$ cat config.mk
export PLATFORM = sky130hd
export DESIGN_NAME = sh_frt_multi_flat
export DESIGN_NICKNAME = d
export VERILOG_FILES = /design/src/rtl/sh_frt_multi_pkg.sv /design/src/rtl/sh_frt_multi_if.sv /design/src/rtl/sh_frt_multi_capbuf.sv /design/src/rtl/sh_frt_multi.sv /design/src/flat_wrapper.sv
export SDC_FILE = /design/constraint.sdc
export NUM_CORES = 1
export LEC_CHECK = 0
export BUFFER_PORTS_ARGS = -buffer_cell sky130_fd_sc_hd__buf_2
export CAP_MARGIN = 0
export CORE_UTILIZATION = 50
export DETAILED_ROUTE_END_ITERATION = 7
export GPL_TIMING_DRIVEN = 0
export PLACE_DENSITY = 0.73
export SLEW_MARGIN = 20
export SYNTH_ARGS = -nofsm -noshare
export SYNTH_HDL_FRONTEND = slang
export SYNTH_SLANG_ARGS = --single-unit
$ cat constraint.sdc
create_clock -name CLK -period 2.35 [get_ports CLK]
set_clock_uncertainty 0.05 [all_clocks]
set_input_delay 0.235 -clock CLK [delete_from_list [all_inputs] [get_ports CLK]]
set_output_delay 0.235 -clock CLK [all_outputs]
set_load 0.02 [all_outputs]
$ cat src/rtl/sh_frt_multi_pkg.sv
// Shared types, register offsets and field masks for the multi-channel free-running timer.
package sh_frt_multi_pkg;

    localparam logic [5:0] OFS_CTRL = 6'h00;
    localparam logic [5:0] OFS_STAT = 6'h04;
    localparam logic [5:0] OFS_IER  = 6'h08;
    localparam logic [5:0] OFS_CNT  = 6'h0C;
    localparam logic [5:0] OFS_OCR  = 6'h10;
    localparam logic [5:0] OFS_ICR  = 6'h30;

    typedef enum logic [1:0] {
        CKS_DIV8   = 2'd0,
        CKS_DIV32  = 2'd1,
        CKS_DIV128 = 2'd2,
        CKS_EXT    = 2'd3
    } cksSel_e;

    typedef struct packed {
        logic        cclr;
        logic [10:0] rsv3;
        logic [3:0]  tolvl;
        logic [3:0]  rsv2;
        logic [3:0]  iedg;
        logic [5:0]  rsv1;
        cksSel_e     cks;
    } frtmCtrl_t;

    typedef struct packed {
        logic [6:0] rsv4;
        logic       ovf;
        logic [3:0] rsv3;
        logic [3:0] ovr;
        logic [3:0] rsv2;
        logic [3:0] icf;
        logic [3:0] rsv1;
        logic [3:0] ocf;
    } frtmStat_t;

    localparam logic [31:0] CTRL_INIT = 32'h0000_0000;
    localparam logic [31:0] STAT_INIT = 32'h0000_0000;

    function automatic logic [3:0] lowOnes(input int n);
        logic [3:0] m;
        m = '0;
        for (int k = 0; k < 4; k++) if (k < n) m[k] = 1'b1;
        return m;
    endfunction

    function automatic logic [31:0] ctrlMask(input int noc, input int nic);
        frtmCtrl_t m;
        m       = '0;
        m.cclr  = 1'b1;
        m.tolvl = lowOnes(noc);
        m.iedg  = lowOnes(nic);
        m.cks   = CKS_EXT;
        return m;
    endfunction

    // IER shares the STAT layout but has no overrun enables
    function automatic logic [31:0] statMask(input int noc, input int nic, input logic withOvr);
        frtmStat_t m;
        m     = '0;
        m.ovf = 1'b1;
        m.ocf = lowOnes(noc);
        m.icf = lowOnes(nic);
        m.ovr = withOvr ? lowOnes(nic) : 4'h0;
        return m;
    endfunction

    function automatic logic [31:0] byteMerge(input logic [31:0] old, input logic [31:0] wd,
                                              input logic [3:0] be);
        logic [31:0] r;
        r = old;
        for (int k = 0; k < 4; k++) if (be[k]) r[8*k +: 8] = wd[8*k +: 8];
        return r;
    endfunction

endpackage

$ cat src/rtl/sh_frt_multi_if.sv
// Internal peripheral bus (IBUS) bundle between the CPU side and the timer register block.
interface sh_frt_multi_if;
    logic [31:0] addr;
    logic [31:0] wrData;
    logic [3:0]  byteEn;
    logic        wrEn;
    logic        req;
    logic [31:0] rdData;
    logic        busy;
    logic        act;

    modport master (output addr, wrData, byteEn, wrEn, req, input rdData, busy, act);
    modport slave  (input addr, wrData, byteEn, wrEn, req, output rdData, busy, act);
endinterface

$ cat src/rtl/sh_frt_multi_capbuf.sv
// Two-entry capture FIFO; a push into a full buffer is dropped and flagged unless a pop frees a slot.
module sh_frt_multi_capbuf #(
    parameter int W = 16
) (
    input  logic         CLK,
    input  logic         RST_N,
    input  logic         clr_i,
    input  logic         push_i,
    input  logic         pop_i,
    input  logic [W-1:0] data_i,
    output logic [W-1:0] data_o,
    output logic         empty_o,
    output logic         ovr_o
);

    logic [W-1:0] mem_q [2];
    logic [W-1:0] last_q;
    logic         wrPtr_q;
    logic         rdPtr_q;
    logic [1:0]   count_q;
    logic         doPush;
    logic         doPop;

    assign doPop   = pop_i & (count_q != 2'd0);
    assign doPush  = push_i & ((count_q != 2'd2) | doPop);
    assign ovr_o   = push_i & ~doPush;
    assign empty_o = (count_q == 2'd0);
    // An empty buffer keeps presenting the most recently popped value
    assign data_o  = empty_o ? last_q : mem_q[rdPtr_q];

    always_ff @(posedge CLK or negedge RST_N) begin
        if (!RST_N) begin
            mem_q   <= '{default: '0};
            last_q  <= '0;
            wrPtr_q <= 1'b0;
            rdPtr_q <= 1'b0;
            count_q <= 2'd0;
        end else if (clr_i) begin
            mem_q   <= '{default: '0};
            last_q  <= '0;
            wrPtr_q <= 1'b0;
            rdPtr_q <= 1'b0;
            count_q <= 2'd0;
        end else begin
            if (doPush) begin
                mem_q[wrPtr_q] <= data_i;
                wrPtr_q        <= ~wrPtr_q;
            end
            if (doPop) begin
                last_q  <= mem_q[rdPtr_q];
                rdPtr_q <= ~rdPtr_q;
            end
            count_q <= count_q + 2'(doPush) - 2'(doPop);
        end
    end

endmodule

$ cat src/rtl/sh_frt_multi.sv
// Free-running timer: up-counter, output-compare and buffered input-capture channels on the IBUS.
module sh_frt_multi
    import sh_frt_multi_pkg::*;
#(
    parameter int          CNT_W = 16,
    parameter int          NOC   = 2,
    parameter int          NIC   = 1,
    parameter logic [31:0] BASE  = 32'hFFFF_FE40
) (
    input  logic           CLK,
    input  logic           RST_N,
    input  logic           CE_R_i,
    input  logic           CE_F_i,
    input  logic           EN_i,
    input  logic           RES_N_i,
    input  logic           SBY_i,
    input  logic           CLK8_CE_i,
    input  logic           CLK32_CE_i,
    input  logic           CLK128_CE_i,
    input  logic           FTCI_i,
    input  logic [NIC-1:0] FTI_i,
    output logic [NOC-1:0] FTO_o,
    output logic [NOC-1:0] OCI_IRQ_o,
    output logic [NIC-1:0] ICI_IRQ_o,
    output logic           OVI_IRQ_o,
    sh_frt_multi_if.slave  ibus
);

    localparam logic [31:0]      CTRL_WMASK = ctrlMask(NOC, NIC);
    localparam logic [31:0]      IER_WMASK  = statMask(NOC, NIC, 1'b0);
    localparam logic [CNT_W-1:0] CNT_ONES   = '1;

    frtmCtrl_t        ctrl_q, ctrl_d;
    logic [31:0]      ier_q, ier_d;
    logic [CNT_W-1:0] cnt_q, cnt_d;
    logic [CNT_W-1:0] ocr_q [NOC];
    logic [CNT_W-1:0] ocr_d [NOC];
    logic [NOC-1:0]   ocf_q, ocf_d;
    logic [NOC-1:0]   fto_q, fto_d;
    logic [NIC-1:0]   ovr_q, ovr_d;
    logic             ovf_q, ovf_d;
    logic [NIC-1:0]   ftiSync_q, ftiPrev_q;
    logic             ftci_q;
    logic [NIC-1:0]   popPend_q;
    logic             reqDone_q;
    logic [31:0]      rdData_q;

    logic             tick, softRst, ceCnt, cntTick, ovfSet;
    logic             hit, rdReq, wrReq;
    logic [5:0]       ofs;
    logic [NOC-1:0]   match;
    logic [NIC-1:0]   capEdge, capPop, capEmpty, capOvr, icrSel;
    logic [CNT_W-1:0] capData [NIC];
    logic [31:0]      rdWord;
    frtmStat_t        statWord, statClr;

    function automatic logic [31:0] zext(input logic [CNT_W-1:0] v);
        logic [31:0] r;
        r = '0;
        r[CNT_W-1:0] = v;
        return r;
    endfunction

    function automatic logic [CNT_W-1:0] mergeCnt(input logic [CNT_W-1:0] old,
                                                  input logic [CNT_W-1:0] wd,
                                                  input logic [3:0] be);
        logic [CNT_W-1:0] r;
        r = old;
        for (int b = 0; b < CNT_W; b++) if (be[b/8]) r[b] = wd[b];
        return r;
    endfunction

    assign tick    = CE_R_i & EN_i;
    assign softRst = CE_R_i & (~RES_N_i | SBY_i);
    assign ofs     = ibus.addr[5:0];
    assign hit     = ibus.req & (ibus.addr[31:6] == BASE[31:6]);
    assign rdReq   = hit & ~ibus.wrEn;
    assign wrReq   = hit & ibus.wrEn & tick;
    // Lanes written as 0 mark flags to clear; disabled lanes clear nothing
    assign statClr = ~byteMerge(32'hFFFF_FFFF, ibus.wrData, ibus.byteEn);

    always_comb begin
        ceCnt = 1'b0;
        case (ctrl_q.cks)
            CKS_DIV8:   ceCnt = CLK8_CE_i;
            CKS_DIV32:  ceCnt = CLK32_CE_i;
            CKS_DIV128: ceCnt = CLK128_CE_i;
            CKS_EXT:    ceCnt = FTCI_i & ~ftci_q;
            default:    ceCnt = 1'b0;
        endcase
    end

    assign cntTick = tick & ceCnt;
    assign ovfSet  = cntTick & ~(ctrl_q.cclr & match[0]) & (cnt_q == CNT_ONES);

    always_comb begin
        match = '0;
        for (int i = 0; i < NOC; i++) match[i] = cntTick & (cnt_q == ocr_q[i]);
    end

    for (genvar j = 0; j < NIC; j++) begin : g_cap
        assign capEdge[j] = tick & (ctrl_q.iedg[j] ? (ftiSync_q[j] & ~ftiPrev_q[j])
                                                   : (~ftiSync_q[j] & ftiPrev_q[j]));
        assign capPop[j]  = tick & popPend_q[j];

        sh_frt_multi_capbuf #(.W(CNT_W)) u_capbuf (
            .CLK     (CLK),
            .RST_N   (RST_N),
            .clr_i   (softRst),
            .push_i  (capEdge[j]),
            .pop_i   (capPop[j]),
            .data_i  (cnt_q),
            .data_o  (capData[j]),
            .empty_o (capEmpty[j]),
            .ovr_o   (capOvr[j])
        );
    end

    always_comb begin
        statWord                = '0;
        statWord.ovf            = ovf_q;
        statWord.ocf[NOC-1:0]   = ocf_q;
        statWord.ovr[NIC-1:0]   = ovr_q;
        statWord.icf[NIC-1:0]   = ~capEmpty;
    end

    always_comb begin
        rdWord = '0;
        icrSel = '0;
        case (ofs)
            OFS_CTRL: rdWord = ctrl_q;
            OFS_STAT: rdWord = statWord;
            OFS_IER:  rdWord = ier_q;
            OFS_CNT:  rdWord = zext(cnt_q);
            default:  rdWord = '0;
        endcase
        for (int i = 0; i < NOC; i++)
            if (ofs == OFS_OCR + 6'(4 * i)) rdWord = zext(ocr_q[i]);
        for (int j = 0; j < NIC; j++)
            if (ofs == OFS_ICR + 6'(4 * j)) begin
                rdWord    = zext(capData[j]);
                icrSel[j] = 1'b1;
            end
    end

    // Counting first, then CPU writes/clears override, then flag-set events override clears
    always_comb begin
        ctrl_d = ctrl_q;
        ier_d  = ier_q;
        cnt_d  = cnt_q;
        ocr_d  = ocr_q;
        ocf_d  = ocf_q;
        ovr_d  = ovr_q;
        ovf_d  = ovf_q;
        fto_d  = fto_q;
        if (cntTick) begin
            if (ctrl_q.cclr & match[0]) cnt_d = '0;
            else                        cnt_d = cnt_q + 1'b1;
        end
        for (int i = 0; i < NOC; i++) if (match[i]) fto_d[i] = ctrl_q.tolvl[i];
        if (wrReq) begin
            case (ofs)
                OFS_CTRL: ctrl_d = byteMerge(ctrl_q, ibus.wrData, ibus.byteEn) & CTRL_WMASK;
                OFS_IER:  ier_d  = byteMerge(ier_q, ibus.wrData, ibus.byteEn) & IER_WMASK;
                OFS_CNT:  cnt_d  = mergeCnt(cnt_q, ibus.wrData[CNT_W-1:0], ibus.byteEn);
                OFS_STAT: begin
                    ocf_d = ocf_q & ~statClr.ocf[NOC-1:0];
                    ovr_d = ovr_q & ~statClr.ovr[NIC-1:0];
                    ovf_d = ovf_q & ~statClr.ovf;
                end
                default: begin
                    for (int i = 0; i < NOC; i++)
                        if (ofs == OFS_OCR + 6'(4 * i))
                            ocr_d[i] = mergeCnt(ocr_q[i], ibus.wrData[CNT_W-1:0], ibus.byteEn);
                end
            endcase
        end
        ocf_d = ocf_d | match;
        ovr_d = ovr_d | capOvr;
        if (ovfSet) ovf_d = 1'b1;
    end

    always_ff @(posedge CLK or negedge RST_N) begin
        if (!RST_N) begin
            ctrl_q    <= CTRL_INIT;
            ier_q     <= STAT_INIT;
            cnt_q     <= '0;
            ocr_q     <= '{default: '1};
            ocf_q     <= '0;
            ovr_q     <= '0;
            ovf_q     <= 1'b0;
            fto_q     <= '0;
            ftiSync_q <= '0;
            ftiPrev_q <= '0;
            ftci_q    <= 1'b0;
        end else if (softRst) begin
            ctrl_q    <= CTRL_INIT;
            ier_q     <= STAT_INIT;
            cnt_q     <= '0;
            ocr_q     <= '{default: '1};
            ocf_q     <= '0;
            ovr_q     <= '0;
            ovf_q     <= 1'b0;
            fto_q     <= '0;
            ftiSync_q <= '0;
            ftiPrev_q <= '0;
            ftci_q    <= 1'b0;
        end else begin
            ctrl_q <= ctrl_d;
            ier_q  <= ier_d;
            cnt_q  <= cnt_d;
            ocr_q  <= ocr_d;
            ocf_q  <= ocf_d;
            ovr_q  <= ovr_d;
            ovf_q  <= ovf_d;
            fto_q  <= fto_d;
            if (tick) begin
                ftiSync_q <= FTI_i;
                ftiPrev_q <= ftiSync_q;
                ftci_q    <= FTCI_i;
            end
        end
    end

    // A stalled read holding REQ high must pop the capture buffer only once
    always_ff @(posedge CLK or negedge RST_N) begin
        if (!RST_N) begin
            popPend_q <= '0;
            reqDone_q <= 1'b0;
            rdData_q  <= '0;
        end else if (softRst) begin
            popPend_q <= '0;
            reqDone_q <= 1'b0;
            rdData_q  <= '0;
        end else begin
            if (tick) popPend_q <= '0;
            if (CE_F_i & EN_i) begin
                rdData_q  <= rdReq ? rdWord : 32'h0;
                reqDone_q <= rdReq;
                if (rdReq & ~reqDone_q) popPend_q <= popPend_q | (icrSel & ~capEmpty);
            end
        end
    end

    assign FTO_o       = fto_q;
    assign OCI_IRQ_o   = ocf_q & ier_q[NOC-1:0];
    assign ICI_IRQ_o   = ~capEmpty & ier_q[NIC+7:8];
    assign OVI_IRQ_o   = ovf_q & ier_q[24];
    assign ibus.rdData = rdData_q;
    assign ibus.busy   = 1'b0;
    assign ibus.act    = hit;

endmodule
$ cat src/flat_wrapper.sv
// flat-port wrapper written by rule: the top's interface ports become plain ports
module sh_frt_multi_flat import sh_frt_multi_pkg::*;
#(
    parameter int          CNT_W = 16,
    parameter int          NOC   = 2,
    parameter int          NIC   = 1,
    parameter logic [31:0] BASE  = 32'hFFFF_FE40
)
  (CLK, RST_N, CE_R_i, CE_F_i, EN_i, RES_N_i, SBY_i, CLK8_CE_i, CLK32_CE_i, CLK128_CE_i, FTCI_i, FTI_i, FTO_o, OCI_IRQ_o, ICI_IRQ_o, OVI_IRQ_o, ibus_addr, ibus_wrData, ibus_byteEn, ibus_wrEn, ibus_req, ibus_rdData, ibus_busy, ibus_act);
  sh_frt_multi_if ibus_i ();
  input  logic CLK;
  input  logic RST_N;
  input  logic CE_R_i;
  input  logic CE_F_i;
  input  logic EN_i;
  input  logic RES_N_i;
  input  logic SBY_i;
  input  logic CLK8_CE_i;
  input  logic CLK32_CE_i;
  input  logic CLK128_CE_i;
  input  logic FTCI_i;
  input  logic [NIC-1:0] FTI_i;
  output logic [NOC-1:0] FTO_o;
  output logic [NOC-1:0] OCI_IRQ_o;
  output logic [NIC-1:0] ICI_IRQ_o;
  output logic OVI_IRQ_o;
  input wire logic [$bits(ibus_i.addr)-1:0] ibus_addr;
  input wire logic [$bits(ibus_i.wrData)-1:0] ibus_wrData;
  input wire logic [$bits(ibus_i.byteEn)-1:0] ibus_byteEn;
  input wire logic [$bits(ibus_i.wrEn)-1:0] ibus_wrEn;
  input wire logic [$bits(ibus_i.req)-1:0] ibus_req;
  output wire logic [$bits(ibus_i.rdData)-1:0] ibus_rdData;
  output wire logic [$bits(ibus_i.busy)-1:0] ibus_busy;
  output wire logic [$bits(ibus_i.act)-1:0] ibus_act;
  assign ibus_i.addr = ibus_addr;
  assign ibus_i.wrData = ibus_wrData;
  assign ibus_i.byteEn = ibus_byteEn;
  assign ibus_i.wrEn = ibus_wrEn;
  assign ibus_i.req = ibus_req;
  assign ibus_rdData = ibus_i.rdData;
  assign ibus_busy = ibus_i.busy;
  assign ibus_act = ibus_i.act;
  sh_frt_multi #(.CNT_W(CNT_W), .NOC(NOC), .NIC(NIC), .BASE(BASE)) u_core (.CLK(CLK), .RST_N(RST_N), .CE_R_i(CE_R_i), .CE_F_i(CE_F_i), .EN_i(EN_i), .RES_N_i(RES_N_i), .SBY_i(SBY_i), .CLK8_CE_i(CLK8_CE_i), .CLK32_CE_i(CLK32_CE_i), .CLK128_CE_i(CLK128_CE_i), .FTCI_i(FTCI_i), .FTI_i(FTI_i), .FTO_o(FTO_o), .OCI_IRQ_o(OCI_IRQ_o), .ICI_IRQ_o(ICI_IRQ_o), .OVI_IRQ_o(OVI_IRQ_o), .ibus(ibus_i));
endmodule
After elaboration in Yosys (flattened, before gate mapping)
Index checks and enable logic that the tools add are counted.
{"block": "word_totals", "ff_bits": 207, "in_bits": 82, "output_inout_bits": 40, "word_cells": 241}
{"block": "classes", "addsub": 3, "magnitude_cmp": 3, "eq_ne": 17, "muxes": 94, "bitwise": 51, "reduce_logical": 37}
{"cell": "two-way mux 32 bit", "count": 17}
{"cell": "two-way mux 16 bit", "count": 14}
{"cell": "one-hot mux 32 bit (4 select lines)", "count": 1}
{"cell": "two-way mux 1 bit", "count": 47}
{"cell": "bitwise mux 32 bit", "count": 1}
{"cell": "== test 16 bit", "count": 2}
{"cell": "two-way mux 8 bit", "count": 4}
{"cell": "nonzero test 2 bit", "count": 16}
{"cell": "AND 1 bit", "count": 27}
{"cell": "== test 26 bit (second input constant)", "count": 1}
{"cell": "inverter 25 bit", "count": 1}
{"cell": "AND reduction 3 bit", "count": 7}
{"cell": "adder 16 x 1 -> 16 bit (second input constant)", "count": 1}
{"cell": "demux 16 bit (select 1 bit)", "count": 1}
{"cell": "== test 16 bit (second input constant)", "count": 1}
{"cell": "two-way mux 2 bit", "count": 8}
{"cell": "AND reduction 4 bit", "count": 4}
{"cell": "inverter 1 bit", "count": 13}
{"cell": "== test 6 x 4 -> 1 bit (second input constant)", "count": 2}
{"cell": "== test 6 x 5 -> 1 bit (second input constant)", "count": 2}
{"cell": "!= test 4 bit (second input constant)", "count": 2}
{"cell": "== test 6 x 3 -> 1 bit (second input constant)", "count": 1}
{"cell": "== test 6 bit (second input constant)", "count": 1}
{"cell": "zero test 6 bit", "count": 1}
{"cell": "19 further kinds", "count": 30}

Logic depth before layout (Yosys ltp)
Gate-level depths: netlist of the first run.
{"block": "logic_depth", "word_depth": 11, "mapped_depth": 11, "mapped_depth_nobuf": 9}

Hierarchy
From an unflattened synthesis of the first run, not the netlist that was laid out.
{"block": "unflattened", "cells_unflattened": 796, "hier_area_um2": 7742.4}
{"mod": "sh_frt_multi", "n_inst": 1, "cells_each": 607, "area_each_um2": 5396.4, "seq_area_each_um2": 2267.2}
{"mod": "sh_frt_multi_capbuf", "n_inst": 1, "cells_each": 189, "area_each_um2": 2346.0, "seq_area_each_um2": 1301.2}

Worst setup path after synthesis of the first run
Ideal clock, no wire load.
{"block": "synth_path", "path_kind": "input port to flip-flop", "startpoint": "in CE_R_i", "endpoint": "reg u_core.g_cap[0].u_capbuf.count_q[1]", "setup_time_ns": 0.132, "arrival_ns": 1.933, "required_time_ns": 2.168, "setup_slack_ns": 0.236, "cell_stages": 11, "path_buffers": 2, "path_cell_list": "and2_1 buf_2 nand2_1 nor2_1 clkbuf_1 ha_1 inv_1 ha_1 xor2_1 xnor2_1 nor2_1"}
{"block": "synth_between", "elab_chain_len": 8, "word_cells_on_any_way": 10, "classes_between": "add/sub (2); mux (1); bitwise (7)"}
{"item": "from (decl)", "line": "flat_wrapper.sv:13", "rtl": "input logic CE_R_i;"}
{"item": "AND 1 bit", "line": "sh_frt_multi.sv:73", "rtl": "assign tick = CE_R_i & EN_i;"}
{"item": "AND 1 bit", "line": "sh_frt_multi.sv:104", "rtl": "assign capPop[j] = tick & popPend_q[j];"}
{"item": "AND 1 bit", "line": "sh_frt_multi_capbuf.sv:24", "rtl": "assign doPop = pop_i & (count_q != 2'd0);"}
{"item": "OR 1 bit", "line": "sh_frt_multi_capbuf.sv:25", "rtl": "assign doPush = push_i & ((count_q != 2'd2) | doPop);"}
{"item": "AND 1 bit", "line": "sh_frt_multi_capbuf.sv:25"}
{"item": "adder 2 x 1 -> 2 bit", "line": "sh_frt_multi_capbuf.sv:53", "rtl": "count_q <= count_q + 2'(doPush) - 2'(doPop);"}
{"item": "subtractor 2 x 1 -> 2 bit", "line": "sh_frt_multi_capbuf.sv:53"}
{"item": "two-way mux 2 bit (*)", "line": "sh_frt_multi_capbuf.sv:38", "rtl": "end else if (clr_i) begin"}
{"item": "to (signal assigned)", "line": "sh_frt_multi_capbuf.sv:53"}
{"item": "to (decl)", "line": "sh_frt_multi_capbuf.sv:20", "rtl": "logic [1:0] count_q;"}
Mark *: on every way between the ends. The rest lies on a longest branch, timed or not.
A chain may end at the register's enable or synchronous reset.

Final worst setup path of the first run
{"block": "layout_path", "startpoint": "reg u_core.cnt_q[1]", "endpoint": "reg u_core.cnt_q[15]"}
{"block": "layout_between", "elab_chain_len": 8, "word_cells_on_any_way": 9, "classes_between": "add/sub (1); eq/ne (1); mux (5); bitwise (2)"}
{"item": "from (decl)", "line": "sh_frt_multi.sv:35", "rtl": "logic [CNT_W-1:0] cnt_q, cnt_d;"}
{"item": "from (signal assigned)", "line": "sh_frt_multi.sv:211", "rtl": "cnt_q <= cnt_d;"}
{"item": "branches (longest 3 deep; another with adder 16 x 1 -> 16 bit)"}
{"item": "two-way mux 16 bit (*)", "line": "sh_frt_multi.sv:157", "rtl": "if (ctrl_q.cclr & match[0]) cnt_d = '0;"}
{"item": "two-way mux 16 bit (*)", "line": "sh_frt_multi.sv:156", "rtl": "if (cntTick) begin"}
{"item": "two-way mux 16 bit", "line": "sh_frt_multi.sv:162", "rtl": "case (ofs)"}
{"item": "two-way mux 16 bit (*)", "line": "sh_frt_multi.sv:161", "rtl": "if (wrReq) begin"}
{"item": "two-way mux 16 bit (*)", "line": "sh_frt_multi.sv:196", "rtl": "end else if (softRst) begin"}
Mark *: on every way between the ends.

==> flow_summary.yaml, run 1 <==
pwr:
  peakVddDrop_v: 0.0005444
  cellLeakagePower_nw: 4.005
  power_per_cell_area_nw_per_um2: 628.4
placement:
  place_worst_setup_slack_ns: -0.3727
  postPlaceCellArea_sq_um: 8491
  place_hpwl_mm: 17.32
  gpl.final_weighted_congestion: 0.9766
  io_buffer_count: 92
layout:
  n_fill_cell: 1318
  final_design_area_no_fill_sq_um: 9091
  layout_cells_sized_above_1_pct: 25.11
  number_of_antenna_cells_inserted: 0
  layout_commonest_cell: "buf_2"
  final_nets: 1016
  finish.utilization_pct: 60.02
  areaGrowthSynthToFinish_pct: 17.88
  layout.cells.most_common_list: "buf_2, dfrtp_1, nor2_1"
clocking:
  postCtsSetupBuffers: 0
  clock_latency_on_the_worst_skew_pair_ns: 0.43
  clkSinkCount: 141
  cts_root_buf: "clkbuf_16"
  clock_tree.buffer_depth: 2
  clk_transition_reported_paths_ns: 0.06
  cts_buffers: 17
  cts_tree: "yes"
  htreeDepth: 4
setup_path:
  reg2reg_from: "u_core.cnt_q[1]$_DFFE_PN0P_"
  reg2reg_slack_ns: 0.05
  critPathBufInv: 1
  cp-start-kind: "register"
  critical_path.startpoint: "u_core.cnt_q[1]$_DFFE_PN0P_"
  worst-path-max-fanout: 7
  cp_cell_sequence: "clkbuf_1 > nand3_1 > a31oi_1 > nand2_1 > o31a_1 > o21ai_0 > a21oi_1"
  crit_slowest_cell: "clkbuf_1"
  crit_path_max_incr_delay_ns: 0.39
  worst-endpoint-required_ns: 2.60
  worst-r2r-cell-count: 7
  cpLargestDelayFamily: "compound AO/OA/AOI/OAI gates"
  crit-reg2reg-capture: "u_core.cnt_q[15]$_DFFE_PN0P_"
  worst-setup-path-type: "reg -> reg"
  worstSetupEndpointType: "register"
  worst-endpoint-arrival_ns: 2.55
routing:
  route.final.wire_length_mm: 23.42
  route.antenna.remaining_nets: 0
  drt-pass1-iter-count: 5
  dr.first_iter.drc_count: 722
  routed_wire_length_per_instance_um: 20.69
  routed_vias: 6897
  vias_per_cell: 6.093
  post_route_drc: 0
die:
  row_count: 45
  die-width_um: 126.2
  die_area_sq_um: 15930
  initial_cell_density_of_the_core_pct: 50.92
  num_io_pins: 122
  core_area_sq_um: 15150
  chipHeight_um: 126.2
global_routing:
  first_global_vias: 6517
  gr-usage-all-layers_pct: 30.49
  largest_net_degree_at_the_start_of_global_routing: 78
  grt_first_pass_wirelength_mm: 36.44
  grt_antenna_before_repair: 0
  globalRouteOverflowTotal: 0
yosys:
  ys_warn_count: 0
  synth-edff-count: 0
  mappedNetlistArea_sq_um: 7712
  syn-mean-instance-area_sq_um: 9.569
  synth_cell_types: 63
  synth_seq_cells: 141
  synth_async_sr_flop_share_pct: 100.0
  ys_dominant_reg_cell: "dfrtp_1"
  portion_of_the_post_synthesis_area_used_by_sequential_elements_pct: 46.27
  synthesis.instances: 806
timing:
  relSlewSlack_pct: 45.10
  post-route-period-util_pct: 97.83
  report.final.setup_viol: 0
  setup_tns_ns: 0
  fmax_mhz: 435.0
  post-route-min-period_ns: 2.299
  worst_pin_slew_ns: 0.8180
  postLayoutSetupSlackWorst_ns: 0.05095
  finalHoldViolCount: 0
  timing.final.max_slew_violations: 0
  unrepaired_setup_endpoints_after_global_routing: "false"
job:
  cap_viol_max_count: 0
status:
  run_status: "finished, final reports clean"
hold_path:
  whs_path_depth: 3
  hold_path_end: "u_core.ctrl_q[17]$_DFFE_PN0P_"
  min-delay-path-class: "in -> reg"
  min_from: "ibus_wrData[17]"
-- stage by stage --
| stage | hold slack [ns] | cells | total power, W |
|---|---|---|---|
| after floorplan | -0.1106 | 818 | 0.002943 |
| after global placement | 0.4260 | 1098 | 0.003184 |
| after detailed placement | 0.2034 | 1099 | 0.003199 |
| after CTS | 0.004157 | 1134 | 0.005724 |
| after global routing | 0.02508 | 1132 | 0.005890 |
| final | 0.006133 | 1132 | 0.005713 |
-- worst register-to-register path: stages, from the launching register on --
cell	delay [ns]
dfrtp_1	0.35
clkbuf_1	0.39
nand3_1	0.23
a31oi_1	0.35
nand2_1	0.25
o31a_1	0.29
o21ai_0	0.18
a21oi_1	0.09
-- cell families after synthesis --
logic type                 Yosys count  synth area share [%]
adders and majority gates            3                0.4867
buffers and inverters               95                 6.311
muxes                               38                 4.981
and+or+nand+nor                    265                 17.05
DFF                                141                 46.27
other                                1               0.04862
AOI/OAI and AO/OA                  222                 20.20
xor gates and xnor gates            41                 4.656
-- report_power, final --
group | internal (W) | switching, W | total, W
logic | 0.000194 | 0.000356 | 0.000550
clock network | 0.00150 | 0.00104 | 0.00254
registers | 0.00255 | 0.0000717 | 0.00262
-- layout make-up --
cell class	count	area, sq um	share of cell area (%)
Buffer	78	427.9	4.707
Timing Repair Buffer	96	528.0	5.808
Inverter	15	56.30	0.6193
Clock inverter	8	57.56	0.6331
Sequential cell	141	3568	39.25
Tap cell	188	235.2	2.587
Multi-Input combinational cell	582	3714	40.85
Clock buffer	24	504.2	5.546
-- registers in the layout, summed over array words and instances (netlist names), 2 cells and up --
register	cells
u_core.ier_q	4
u_core.cnt_q	16
u_core.g_cap.u_capbuf.last_q	16
u_core.FTO_o	2
u_core.ocr_q	32
u_core.g_cap.u_capbuf.mem_q	32
u_core.ctrl_q	6
u_core.ibus.rdData	20
u_core.g_cap.u_capbuf.count_q	2
u_core.ocf_q	2
-- cell usage after synthesis, types with 4 or more instances --
| cell | n | area, sq um |
|---|---|---|
| inv_1 | 14 | 52.55 |
| dfstp_2 | 32 | 840.8 |
| buf_4 | 26 | 195.2 |
| o21ai_0 | 38 | 190.2 |
| o22ai_1 | 4 | 25.02 |
| buf_2 | 26 | 130.1 |
| a21oi_1 | 49 | 245.2 |
| a31oi_1 | 7 | 43.79 |
| a211oi_1 | 16 | 120.1 |
| mux2i_1 | 35 | 350.3 |
| nand3_1 | 22 | 110.1 |
| a32oi_1 | 18 | 157.7 |
| nand2_1 | 71 | 266.5 |
| o211ai_1 | 4 | 30.03 |
| and2_1 | 8 | 50.05 |
| nor4_1 | 8 | 50.05 |
| nor3_1 | 9 | 45.04 |
| a22o_1 | 46 | 402.9 |
| o21ai_1 | 5 | 25.02 |
| nor2_1 | 92 | 345.3 |
| nand4_1 | 17 | 106.4 |
| xnor2_1 | 31 | 271.5 |
| xor2_1 | 10 | 87.58 |
| a32o_1 | 7 | 70.07 |
| clkbuf_1 | 25 | 93.84 |
| o31ai_1 | 6 | 45.04 |
| dfrtp_1 | 109 | 2728 |
| and3_1 | 9 | 56.30 |
-- how the worst max path moves through the flow --
stage	end	slack, ns	depth (start not counted)
finish	u_core.cnt_q[15]$_DFFE_PN0P_	0.05	7
global route	u_core.cnt_q[11]$_DFFE_PN0P_	0.03	7
detailed placement	u_core.g_cap[0].u_capbuf.count_q[1]$_DFF_PN0_	-0.37	7
CTS	u_core.FTO_o[1]$_DFFE_PN0P_	0.02	6
floorplan	u_core.g_cap[0].u_capbuf.count_q[1]$_DFF_PN0_	0.24	11
global placement	u_core.ibus.rdData[14]$_DFFE_PN0P_	-1.01	1
-- repair_timing --
item	CTS	global route
pin swaps	0	0
hold endpoints to repair	60	0
endpoints found under the setup margin	1	24
resized for setup	1	8
hold buffers	3	0
-- metal layers --
metal,part of all wire (%),up-vias,track usage [%]
li1,-,3135,-
met1,43,3338,42.96
met2,46,374,47.12
met3,8.6,50,6.287
met4,2.6,0,9.922
met5,0,-,0
No activity file was read; power rests on OpenSTA's default activity.
==> run 2: changes to the inputs <==
--- a/config.mk
+++ b/config.mk
@@ -5,13 +5,13 @@
 export SDC_FILE = /design/constraint.sdc
 export NUM_CORES = 1
 export LEC_CHECK = 0
+export ABC_AREA = 1
 export BUFFER_PORTS_ARGS = -buffer_cell sky130_fd_sc_hd__buf_2
 export CAP_MARGIN = 0
 export CORE_UTILIZATION = 50
 export DETAILED_ROUTE_END_ITERATION = 7
 export GPL_TIMING_DRIVEN = 0
-export PLACE_DENSITY = 0.73
-export SLEW_MARGIN = 20
+export PLACE_DENSITY = 0.71
 export SYNTH_ARGS = -nofsm -noshare
 export SYNTH_HDL_FRONTEND = slang
 export SYNTH_SLANG_ARGS = --single-unit
==> run 2 against run 1 <==
Design area increased by 9.0%. Worst hold slack improved by 0.013 ns. Non-clock buffer count fell by 17. Maximum frequency grew 4.6%. Count of clock-buffer cells in the layout shrank 3. Critical endpoint is now u_core.ovf_q$_DFFE_PN0P_.
==> flow_summary.yaml, run 2 <==
global_routing:
  globalRouteOverflowTotal: 0
  largest_net_degree_at_the_start_of_global_routing: 86
  grt_antenna_before_repair: 0
  gr-usage-all-layers_pct: 29.50
  first_global_vias: 7642
  grt_first_pass_wirelength_mm: 39.80
yosys:
  post_synth_top_area_share_pct: 32.13
  syn-mean-instance-area_sq_um: 7.472
  synth_xor_xnor_area_share_pct: 1.857
  ys_dominant_reg_cell: "dfrtp_1"
  ys_warn_count: 0
  synth-edff-count: 0
  yosys.cell_count.top_type: "nand2_1"
  synth-simple-area-share_pct: 29.73
  synth_cell_types: 49
  post_synth_main_area_contributors: "dfrtp_1, nand2_1, dfstp_2, inv_1, o21ai_0"
  synth_top_area_cell: "dfrtp_1"
  synth_common_cells: "nand2_1, inv_1, dfrtp_1"
  largest_family_of_logic_cells_by_synthesized_area: "simple AND/OR/NAND/NOR gates"
  portion_of_the_post_synthesis_area_used_by_sequential_elements_pct: 42.04
  synth-adder-area-share_pct: 0.4422
  synthMuxAreaShare_pct: 0
  mappedNetlistArea_sq_um: 8488
  synthesis.instances: 1136
  post_synthesis_compound_gate_area_fraction_pct: 15.39
  synth_seq_cells: 141
  synth_async_sr_flop_share_pct: 100.0
layout:
  final_instance_count_without_filler_cells: 1498
  number_of_antenna_cells_inserted: 0
  layout.cells.most_common_list: "nand2_1, inv_1, dfrtp_1"
  layout_cells_sized_above_1_pct: 20.66
  areaGrowthSynthToFinish_pct: 16.70
  layout_commonest_cell: "nand2_1"
  final_nets: 1351
routing:
  drt-pass1-iter-count: 5
  post_route_drc: 0
  dr.first_iter.drc_count: 714
  route.antenna.remaining_nets: 0
  routed_vias: 8052
  routed_wire_length_per_instance_um: 16.20
  route.final.wire_length_mm: 24.26
  vias_per_cell: 5.375
job:
  cap_viol_max_count: 0
setup_path:
  crit_path_max_incr_delay_ns: 0.46
  reg2reg_slack_ns: 0.15
  crit_top_cell: "nand2_1"
  worst-endpoint-required_ns: 2.58
  cp-start-kind: "register"
  cp_cell_sequence: "inv_1 > nand2_1 > nand2_1 > nor2_1 > nand2_1 > nor2_1 > nand4_1 > nand3_1 > a21oi_1"
  critPathBufInv: 1
  cpLargestDelayFamily: "simple AND/OR/NAND/NOR gates"
  worst-setup-path-type: "reg -> reg"
  worst-path-max-fanout: 6
  worstSetupEndpointType: "register"
  worst-endpoint-arrival_ns: 2.43
  crit_slowest_cell: "dfrtp_1"
die:
  num_io_pins: 122
  die_area_sq_um: 17500
  die-width_um: 132.3
  row_count: 47
  chipHeight_um: 132.3
  initial_cell_density_of_the_core_pct: 51.18
  core_area_sq_um: 16580
clocking:
  htreeDepth: 4
  clkSinkCount: 141
  cts_root_buf: "clkbuf_16"
  clock_latency_on_the_worst_skew_pair_ns: 0.44
  clk_transition_reported_paths_ns: 0.06
  cts_tree: "yes"
  clock_tree.buffer_depth: 2
  cts_buffers: 17
timing:
  setup_tns_ns: 0
  post-route-period-util_pct: 93.55
  unrepaired_setup_endpoints_after_global_routing: "false"
  relSlewSlack_pct: 48.57
  post-route-min-period_ns: 2.198
  finalHoldViolCount: 0
  worst_pin_slew_ns: 0.7715
  fmax_mhz: 454.9
  report.final.setup_viol: 0
  timing.final.max_slew_violations: 0
pwr:
  cellLeakagePower_nw: 4.820
  peakVddDrop_v: 0.0005985
  post-layout-total-power_w: 0.006225
  power_per_cell_area_nw_per_um2: 628.4
placement:
  place_hpwl_mm: 18.35
  placed_cells: 1465
  gpl.final_weighted_congestion: 0.9329
  io_buffer_count: 96
hold_path:
  min-delay-path-class: "in -> reg"
status:
  run_status: "finished, final reports clean"
[run 2: cell types whose count changed after synthesis, sizes merged, moves of 18 or more]
cell   previous run  this run
nand2            71       331
inv              15       138
o21ai            46       117
nand3            23        80
a22o             46         1
mux2i            35         0
xnor2            31         9
a32oi            18         0
[run 2: cells by family after synthesis]
family	count (synthesis)
xor+xnor	18
flops	141
buf+inv	198
other cells	1
compound gates	215
fa+ha+maj	3
simple gates	560
[run 2: power by group]
group          internal (W)  leakage (nW)  total, W  switching, W
combinational      0.000304          2.72  0.000873      0.000570
clock               0.00150         0.257   0.00255       0.00105
sequential          0.00265          1.85   0.00280      0.000146
total               0.00446          4.82   0.00622       0.00177
[run 2: stage by stage]
step / setup slack [ns] / utilization, % / cell area [sq um] / hold WS [ns]
floorplan: 0.4557 / - / 8533 / -0.1106
global placement: -1.004 / 56.01 / 9289 / 0.4006
detailed placement: 0.01624 / 56.22 / 9323 / 0.1865
CTS: 0.05353 / 59.73 / 9905 / 0.01498
global route: 0.07928 / 59.73 / 9906 / 0.02970
finish: 0.1515 / 59.73 / 9906 / 0.01892
[run 2: path summary, 6_finish.rpt]
path | start | endpoint | cells after the start
worst max-delay path | u_core.cnt_q[13]$_DFFE_PN0P_ | u_core.ovf_q$_DFFE_PN0P_ | 9
worst min-delay path | FTCI_i | u_core.ftci_q$_DFFE_PN0P_ | 3
worst max register to register | u_core.cnt_q[13]$_DFFE_PN0P_ | u_core.ovf_q$_DFFE_PN0P_ | 9
worst min register to register | u_core.ibus.rdData[7]$_DFFE_PN0P_ | u_core.ibus.rdData[7]$_DFFE_PN0P_ | 2
max in group asynchronous | RST_N | u_core.ocr_q[16]$_DFFE_PN1P_ | 3
min in group asynchronous | RST_N | u_core.ibus.rdData[12]$_DFFE_PN0P_ | 2
[run 2: layer usage]
metal / global-route usage [%] / wire length (um) / vias up / part of all wire [%]
met5: 0 / 0 / - / 0
met4: 10.60 / 541 / 0 / 2.2
met3: 6.267 / 1822 / 45 / 7.5
met2: 44.74 / 10830 / 314 / 45
met1: 41.71 / 11070 / 3763 / 46
li1: - / - / 3930 / -
[run 2: layout make-up]
type	count	area, sq um
plain buffers	57	354.1
clock buffers	21	460.4
clock inverters	10	91.34
fillers	1578	6678
inverters	140	533.0
multi-input cells	809	4079
flip-flops and latches	141	3568
well taps	220	275.3
repair buffers	100	544.3
[run 2: what timing repair did]
action,CTS,global route
gates resized for setup,0,1
endpoints found under the setup margin,0,2
hold buffers,3,0
setup buffers,0,0
hold endpoints to repair,38,0
[run 2: worst reg2reg max path, delay by kind of cell, from the launching register on]
kind | cells | cell delay, ns
AND/OR/NAND/NOR | 7 | 1.27
flip-flops | 1 | 0.46
buffers and inverters | 1 | 0.18
AO/OA/AOI/OAI | 1 | 0.09
